$ cat config.mk
export PLATFORM = sky130hd
export DESIGN_NAME = keypad_scanner
export DESIGN_NICKNAME = d
export VERILOG_FILES = /design/src/rtl/keypad_scanner.sv
export SDC_FILE = /design/constraint.sdc
export NUM_CORES = 1
export LEC_CHECK = 0
export CAP_MARGIN = 10
export CORE_UTILIZATION = 58
export DETAILED_ROUTE_END_ITERATION = 10
export PLACE_DENSITY = 0.87
export SETUP_SLACK_MARGIN = 0.02
export SYNTH_ARGS = -nofsm -noshare
export SYNTH_HDL_FRONTEND = slang
export SYNTH_SLANG_ARGS = --single-unit
$ cat constraint.sdc
create_clock -name clk -period 3.1 [get_ports clk]
set_input_delay 0.31 -clock clk [delete_from_list [all_inputs] [get_ports clk]]
set_output_delay 0.31 -clock clk [all_outputs]
set_load 0.01 [all_outputs]
$ cat src/rtl/keypad_scanner.sv
// -----------------------------------------------------------------------------
// keypad_scanner
// Scans a 4x4 passive matrix keypad. One column is pulled low at a time for
// SCAN_DIV cycles. The synchronized rows are sampled at the end of each column
// dwell. Each full scan is classified as NONE, KEY(k) or MULTI. A result must
// repeat for DEBOUNCE_SCANS consecutive scans before a press or a release is
// accepted.
//
// Ports:
//   clk       system clock, rising edge
//   rst       synchronous active-high reset
//   row_in    keypad rows, active-low, asynchronous to clk
//   col_out   keypad column drive, active-low one-hot
//   key_code  last accepted key (row*4 + col), held until the next press
//   key_valid one-cycle pulse when a press is accepted
//   key_held  high while the accepted key is considered pressed
// -----------------------------------------------------------------------------
module keypad_scanner #(
    parameter int SCAN_DIV       = 1000,
    parameter int DEBOUNCE_SCANS = 4
) (
    input  logic       clk,
    input  logic       rst,
    input  logic [3:0] row_in,
    output logic [3:0] col_out,
    output logic [3:0] key_code,
    output logic       key_valid,
    output logic       key_held
);

    localparam int DWELL_W = $clog2(SCAN_DIV);
    localparam int CNT_W   = $clog2(DEBOUNCE_SCANS + 1);
    localparam logic [DWELL_W-1:0] DWELL_LAST = DWELL_W'(SCAN_DIV - 1);
    localparam logic [CNT_W-1:0]   CNT_MAX    = CNT_W'(DEBOUNCE_SCANS);

    typedef enum logic [1:0] {RES_NONE, RES_KEY, RES_MULTI} res_class_t;
    typedef enum logic {IDLE, HELD} state_t;

    // ---------------- row synchronizer ----------------
    logic [3:0] row_meta_reg, row_sync_reg;
    logic [3:0] row_low;

    always_ff @(posedge clk) begin
        if (rst) begin
            row_meta_reg <= 4'b1111;
            row_sync_reg <= 4'b1111;
        end else begin
            row_meta_reg <= row_in;
            row_sync_reg <= row_meta_reg;
        end
    end

    genvar gi;
    generate
        for (gi = 0; gi < 4; gi++) begin : g_row_low
            assign row_low[gi] = ~row_sync_reg[gi];
        end
    endgenerate

    // ---------------- column dwell / drive ----------------
    logic [DWELL_W-1:0] dwell_reg;
    logic [1:0]         col_idx_reg;
    logic [1:0]         col_idx_next;
    logic [3:0]         col_out_reg;
    logic               sample_now;
    logic               scan_end;

    assign col_idx_next = col_idx_reg + 2'd1;
    assign sample_now   = (dwell_reg == DWELL_LAST);
    assign scan_end     = sample_now && (col_idx_reg == 2'd3);

    always_ff @(posedge clk) begin
        if (rst) begin
            dwell_reg   <= '0;
            col_idx_reg <= 2'd0;
            col_out_reg <= 4'b1110;
        end else if (sample_now) begin
            dwell_reg   <= '0;
            col_idx_reg <= col_idx_next;
            col_out_reg <= ~(4'b0001 << col_idx_next);
        end else begin
            dwell_reg <= dwell_reg + DWELL_W'(1);
        end
    end

    // ---------------- per-scan classification ----------------
    // acc_n counts low row bits seen so far in this scan, saturating at 2
    // (2 means "more than one", i.e. MULTI). acc_key remembers the single hit.
    logic [1:0] acc_n_reg;
    logic [3:0] acc_key_reg;
    logic [2:0] pc;
    logic [1:0] row_idx;
    logic [1:0] base_n;
    logic [2:0] sum_n;
    logic [1:0] n_final;
    logic [3:0] key_final;

    always_comb begin
        pc = {2'b00, row_low[0]} + {2'b00, row_low[1]}
           + {2'b00, row_low[2]} + {2'b00, row_low[3]};
        row_idx = 2'd0;
        for (int r = 3; r >= 0; r--) begin
            if (row_low[r]) row_idx = 2'(r);
        end
        // column 0 starts a fresh scan
        base_n  = (col_idx_reg == 2'd0) ? 2'd0 : acc_n_reg;
        sum_n   = {1'b0, base_n} + pc;
        n_final = (sum_n > 3'd1) ? 2'd2 : sum_n[1:0];
        key_final = (base_n == 2'd0 && pc == 3'd1) ? {row_idx, col_idx_reg} : acc_key_reg;
    end

    res_class_t scan_class_reg;
    logic [3:0] scan_key_reg;
    logic       scan_done_reg;

    always_ff @(posedge clk) begin
        if (rst) begin
            acc_n_reg      <= 2'd0;
            acc_key_reg    <= 4'd0;
            scan_class_reg <= RES_NONE;
            scan_key_reg   <= 4'd0;
            scan_done_reg  <= 1'b0;
        end else begin
            scan_done_reg <= 1'b0;
            if (sample_now) begin
                acc_n_reg   <= n_final;
                acc_key_reg <= key_final;
            end
            if (scan_end) begin
                scan_done_reg <= 1'b1;
                scan_key_reg  <= key_final;
                case (n_final)
                    2'd0:    scan_class_reg <= RES_NONE;
                    2'd1:    scan_class_reg <= RES_KEY;
                    default: scan_class_reg <= RES_MULTI;
                endcase
            end
        end
    end

    // ---------------- stability count ----------------
    res_class_t       prev_class_reg, prev_class_next;
    logic [3:0]       prev_key_reg, prev_key_next;
    logic [CNT_W-1:0] count_reg, count_next;
    logic             same_result;

    always_comb begin
        prev_class_next = prev_class_reg;
        prev_key_next   = prev_key_reg;
        count_next      = count_reg;
        same_result     = (scan_class_reg == prev_class_reg) &&
                          (scan_class_reg != RES_KEY || scan_key_reg == prev_key_reg);
        if (scan_done_reg) begin
            prev_class_next = scan_class_reg;
            prev_key_next   = scan_key_reg;
            if (scan_class_reg == RES_MULTI)
                count_next = '0;
            else if (same_result)
                count_next = (count_reg == CNT_MAX) ? CNT_MAX : count_reg + CNT_W'(1);
            else
                count_next = CNT_W'(1);
        end
    end

    // ---------------- press / release FSM ----------------
    state_t     state_reg, state_next;
    logic [3:0] key_code_reg, key_code_next;
    logic       key_valid_reg, key_valid_next;
    logic       key_held_reg, key_held_next;

    always_comb begin
        state_next     = state_reg;
        key_code_next  = key_code_reg;
        key_valid_next = 1'b0;
        key_held_next  = key_held_reg;
        if (scan_done_reg && count_next == CNT_MAX) begin
            case (state_reg)
                IDLE: if (scan_class_reg == RES_KEY) begin
                    state_next     = HELD;
                    key_code_next  = scan_key_reg;
                    key_valid_next = 1'b1;
                    key_held_next  = 1'b1;
                end
                HELD: if (scan_class_reg == RES_NONE) begin
                    state_next    = IDLE;
                    key_held_next = 1'b0;
                end
                default: state_next = IDLE;
            endcase
        end
    end

    always_ff @(posedge clk) begin
        if (rst) begin
            prev_class_reg <= RES_NONE;
            prev_key_reg   <= 4'd0;
            count_reg      <= '0;
            state_reg      <= IDLE;
            key_code_reg   <= 4'd0;
            key_valid_reg  <= 1'b0;
            key_held_reg   <= 1'b0;
        end else begin
            prev_class_reg <= prev_class_next;
            prev_key_reg   <= prev_key_next;
            count_reg      <= count_next;
            state_reg      <= state_next;
            key_code_reg   <= key_code_next;
            key_valid_reg  <= key_valid_next;
            key_held_reg   <= key_held_next;
        end
    end

    assign col_out   = col_out_reg;
    assign key_code  = key_code_reg;
    assign key_valid = key_valid_reg;
    assign key_held  = key_held_reg;

endmodule

==> flow_metrics.env <==
export IMPL_status="finished, final reports clean"
export IMPL_async_reset_ff_frac=0
export IMPL_post_cts_resized=0
export IMPL_min_from="row_meta_reg[1]$_SDFF_PP1_"
export IMPL_grt_overflow_total=0
export IMPL_netlist_instances=255
export IMPL_switching_power_mw=0.260
export IMPL_area_growth_syn_to_layout_pct=11.5
export IMPL_cts_made_buffers=5
export IMPL_synthFlopType="dfxtp_1"
export IMPL_synth_yosys_seq_area_share=0.447
export IMPL_worst_ep_required_time_ps=3330
export IMPL_place_area_um2=2560
export IMPL_hp_class="flip-flop to flip-flop"
export IMPL_wirelength_um=3830
export IMPL_die_width_um=66.0
export IMPL_cts_tree="done"
export IMPL_worstSetupEndpointType="flip-flop"
export IMPL_share_clk_of_total_power=0.343
export IMPL_hold_viol_final=0
export IMPL_finalInstanceArea_um2=2650
export IMPL_die_y_um=66.0
export IMPL_syn_area_per_cell_um2=9.31
export IMPL_clk_pin_slew_worst_paths_ps=100
export IMPL_die_area_um2=4350
export IMPL_max_cap_violations=0
export IMPL_swShare=0.230
export IMPL_ant_nets=0
export IMPL_path_class="flip-flop to flip-flop"
export IMPL_synth_edff_count=0
export IMPL_grt_max_degree=35
export IMPL_slew_headroom=0.638
export IMPL_synthesis_area_um2=2370
export IMPL_drc=0
export IMPL_seq_area_um2=1060
export IMPL_vdd_ir_drop_max_mv=0.380
export IMPL_reg2reg_depth=9
export IMPL_grt_util_all_layers=0.201
export IMPL_finalSetupTns_ps=0
export IMPL_grt_antenna_before_repair=0
export IMPL_clock_root_buffer="clkbuf_8"
export IMPL_dp_hpwl_um=2760
export IMPL_fp_row_count=22
export IMPL_ys_seq_elements=53
export IMPL_clock_latency_ps=310
export IMPL_globalplace_congestion=0.795
export IMPL_tightest_slew_ps=540
export IMPL_p_comb_frac=0.045
export IMPL_cp_endpoint="acc_n_reg[1]$_SDFFE_PP0P_"
export IMPL_p_seq_frac=0.612
export IMPL_num_nets_final=288
export IMPL_ff2ff_setup_slack_ps=690
export IMPL_synth_cell_type_count=41
export IMPL_detail_route_vias_per_cell=5.43
export IMPL_fill_cells=306
export IMPL_fmax_mhz=414
export IMPL_clkSinkCount=53
export IMPL_finalSetupViolations=0
export IMPL_grt_pass1_wl_um=6710
export IMPL_antennaDiodeCount=0
export IMPL_clock_skew_ps=14.0
export IMPL_wl_per_cell_um=12.1
export IMPL_p_int_mw=0.871
export IMPL_startpoint="row_sync_reg[0]$_SDFF_PP1_"
export IMPL_p_per_area_nw_per_um2=427
export IMPL_cts_setup_buffers=0
export IMPL_r2r_start="row_sync_reg[0]$_SDFF_PP1_"
export IMPL_rsz0062_at_grt="no"
export IMPL_largest_reg_flops=10
export IMPL_arrival_ps=2640
export IMPL_grt_pass1_vias=1611
export IMPL_drt_iter0_markers=69
export IMPL_drt_first_pass_iters=4
export IMPL_yosys_warnings=0
export IMPL_start_util=0.625
export IMPL_syn_nets=274
export IMPL_cts_htree_levels=2
export IMPL_num_io_pins=16
export IMPL_multi_input_area_um2=1220
export IMPL_yosysTopAreaCell="dfxtp_1"
export IMPL_drive_above_1_share=0.0815
export IMPL_fin_crit_sh=0.779
export IMPL_leakagePower_nw=0.992
export IMPL_synth_top_cells_by_area="dfxtp_1, ha_1, mux2i_1, nor2_1, nand2_1"
export IMPL_core_region_area_um2=3800
export IMPL_num_vias=1727
export IMPL_finalCriticalPeriod_ps=2410
export IMPL_holdBufCountCts=0
export IMPL_startpoint_type="flip-flop"
export IMPL_numPortBuffers=15
export IMPL_synth_top_area_share=0.447
export IMPL_cts_max_path_buffers=2
export IMPL_crit_fanout=4
export IMPL_drv_slew=0
export IMPL_crit_reg2reg_capture="acc_n_reg[1]$_SDFFE_PP0P_"
export IMPL_timing_hold_ws_ps=413
==> critical path: stages (launching register included) <==
cell and delay (ps):
dfxtp_1 320, inv_1 70, fa_1 480, ha_1 190, ha_1 290, inv_1 60, fa_1 400, xor2_1 150
and2_1 190, a211oi_1 200
==> cell usage in the layout (no fill, tap or decap), types with 4 or more instances in the layout <==
master,n
dfxtp_1,53
nor2_1,30
nand2_1,26
clkdlybuf4s50_1,15
inv_1,13
mux2i_1,13
ha_1,11
nand3_1,10
xnor2_1,9
a21oi_1,8
or2_2,8
xor2_1,7
a211oi_1,7
clkbuf_8,5
nand2b_1,4
and2_1,4
o211ai_1,4
==> worst min-delay path by stage <==
| stage | end | depth (start not counted) |
|---|---|---|
| floorplan | row_sync_reg[0]$_SDFF_PP1_ | 1 |
| finish | row_sync_reg[1]$_SDFF_PP1_ | 1 |
| global placement | row_sync_reg[3]$_SDFF_PP1_ | 1 |
| global route | row_sync_reg[2]$_SDFF_PP1_ | 1 |
| detailed placement | row_sync_reg[1]$_SDFF_PP1_ | 1 |
| CTS | row_sync_reg[1]$_SDFF_PP1_ | 1 |
==> cell families after synthesis <==
family / Yosys count / share of synthesized area
adder cells (fa/ha/maj): 13 / 0.0748
multiplexers: 13 / 0.0548
AO/OA/AOI/OAI: 33 / 0.106
buffers and inverters: 25 / 0.0411
AND/OR/NAND/NOR: 102 / 0.217
flip-flops: 53 / 0.447
XOR/XNOR: 16 / 0.0590
==> power by group through the flow <==
stage               Sequential, mW  Combinational, mW  Clock [mW]
floorplan                    0.707             0.0365           0
detailed placement           0.708             0.0518           0
global route                 0.694             0.0588       0.427
global placement             0.708             0.0506           0
finish                       0.692             0.0513       0.387
CTS                          0.693             0.0523       0.396
==> through the flow <==
| stage | total power [mW] | util | cells | setup slack [ps] |
|---|---|---|---|---|
| after CTS | 1.14 | 0.697 | 318 | 655 |
| after global routing | 1.18 | 0.697 | 318 | 495 |
| after floorplan | 0.744 | - | 255 | 805 |
| final | 1.13 | 0.697 | 318 | 685 |
| after detailed placement | 0.760 | 0.674 | 310 | 672 |
| after global placement | 0.759 | 0.674 | 310 | 758 |
==> cell usage after synthesis, types with 2 or more instances <==
library cell / n
nand4_1: 3
o211ai_1: 4
xor2_1: 7
nor3_1: 2
nand2b_1: 4
o21ai_0: 2
and2_1: 4
nand3_1: 10
and3_1: 2
nand2_1: 26
or2_2: 8
nor4_1: 3
a311oi_1: 2
mux2i_1: 13
fa_1: 2
buf_2: 3
nor2b_1: 3
ha_1: 11
clkbuf_1: 7
dfxtp_1: 53
a211oi_1: 7
xnor2_1: 9
nor3b_1: 2
nor2_1: 30
o21ai_1: 2
inv_1: 13
a21oi_1: 8
and4_1: 2
==> layer usage <==
layer	routed length, um	vias up	part of all wire	track usage
li1	-	895	-	-
met1	1780	792	0.46	0.221
met2	1850	28	0.48	0.371
met3	108	12	0.028	0.0431
met4	90	0	0.023	0.0824
met5	0	-	0	0
==> area by class of cell <==
cell class                 instances  share of cell area
clock buffer                       5              0.0260
clock inverter                     3             0.00803
inverter                          15              0.0213
multi-input combinational        177               0.459
sequential                        53               0.401
tap                               48              0.0227
timing repair buffer              17              0.0624
Note: power is estimated with default switching activity, not from simulation.
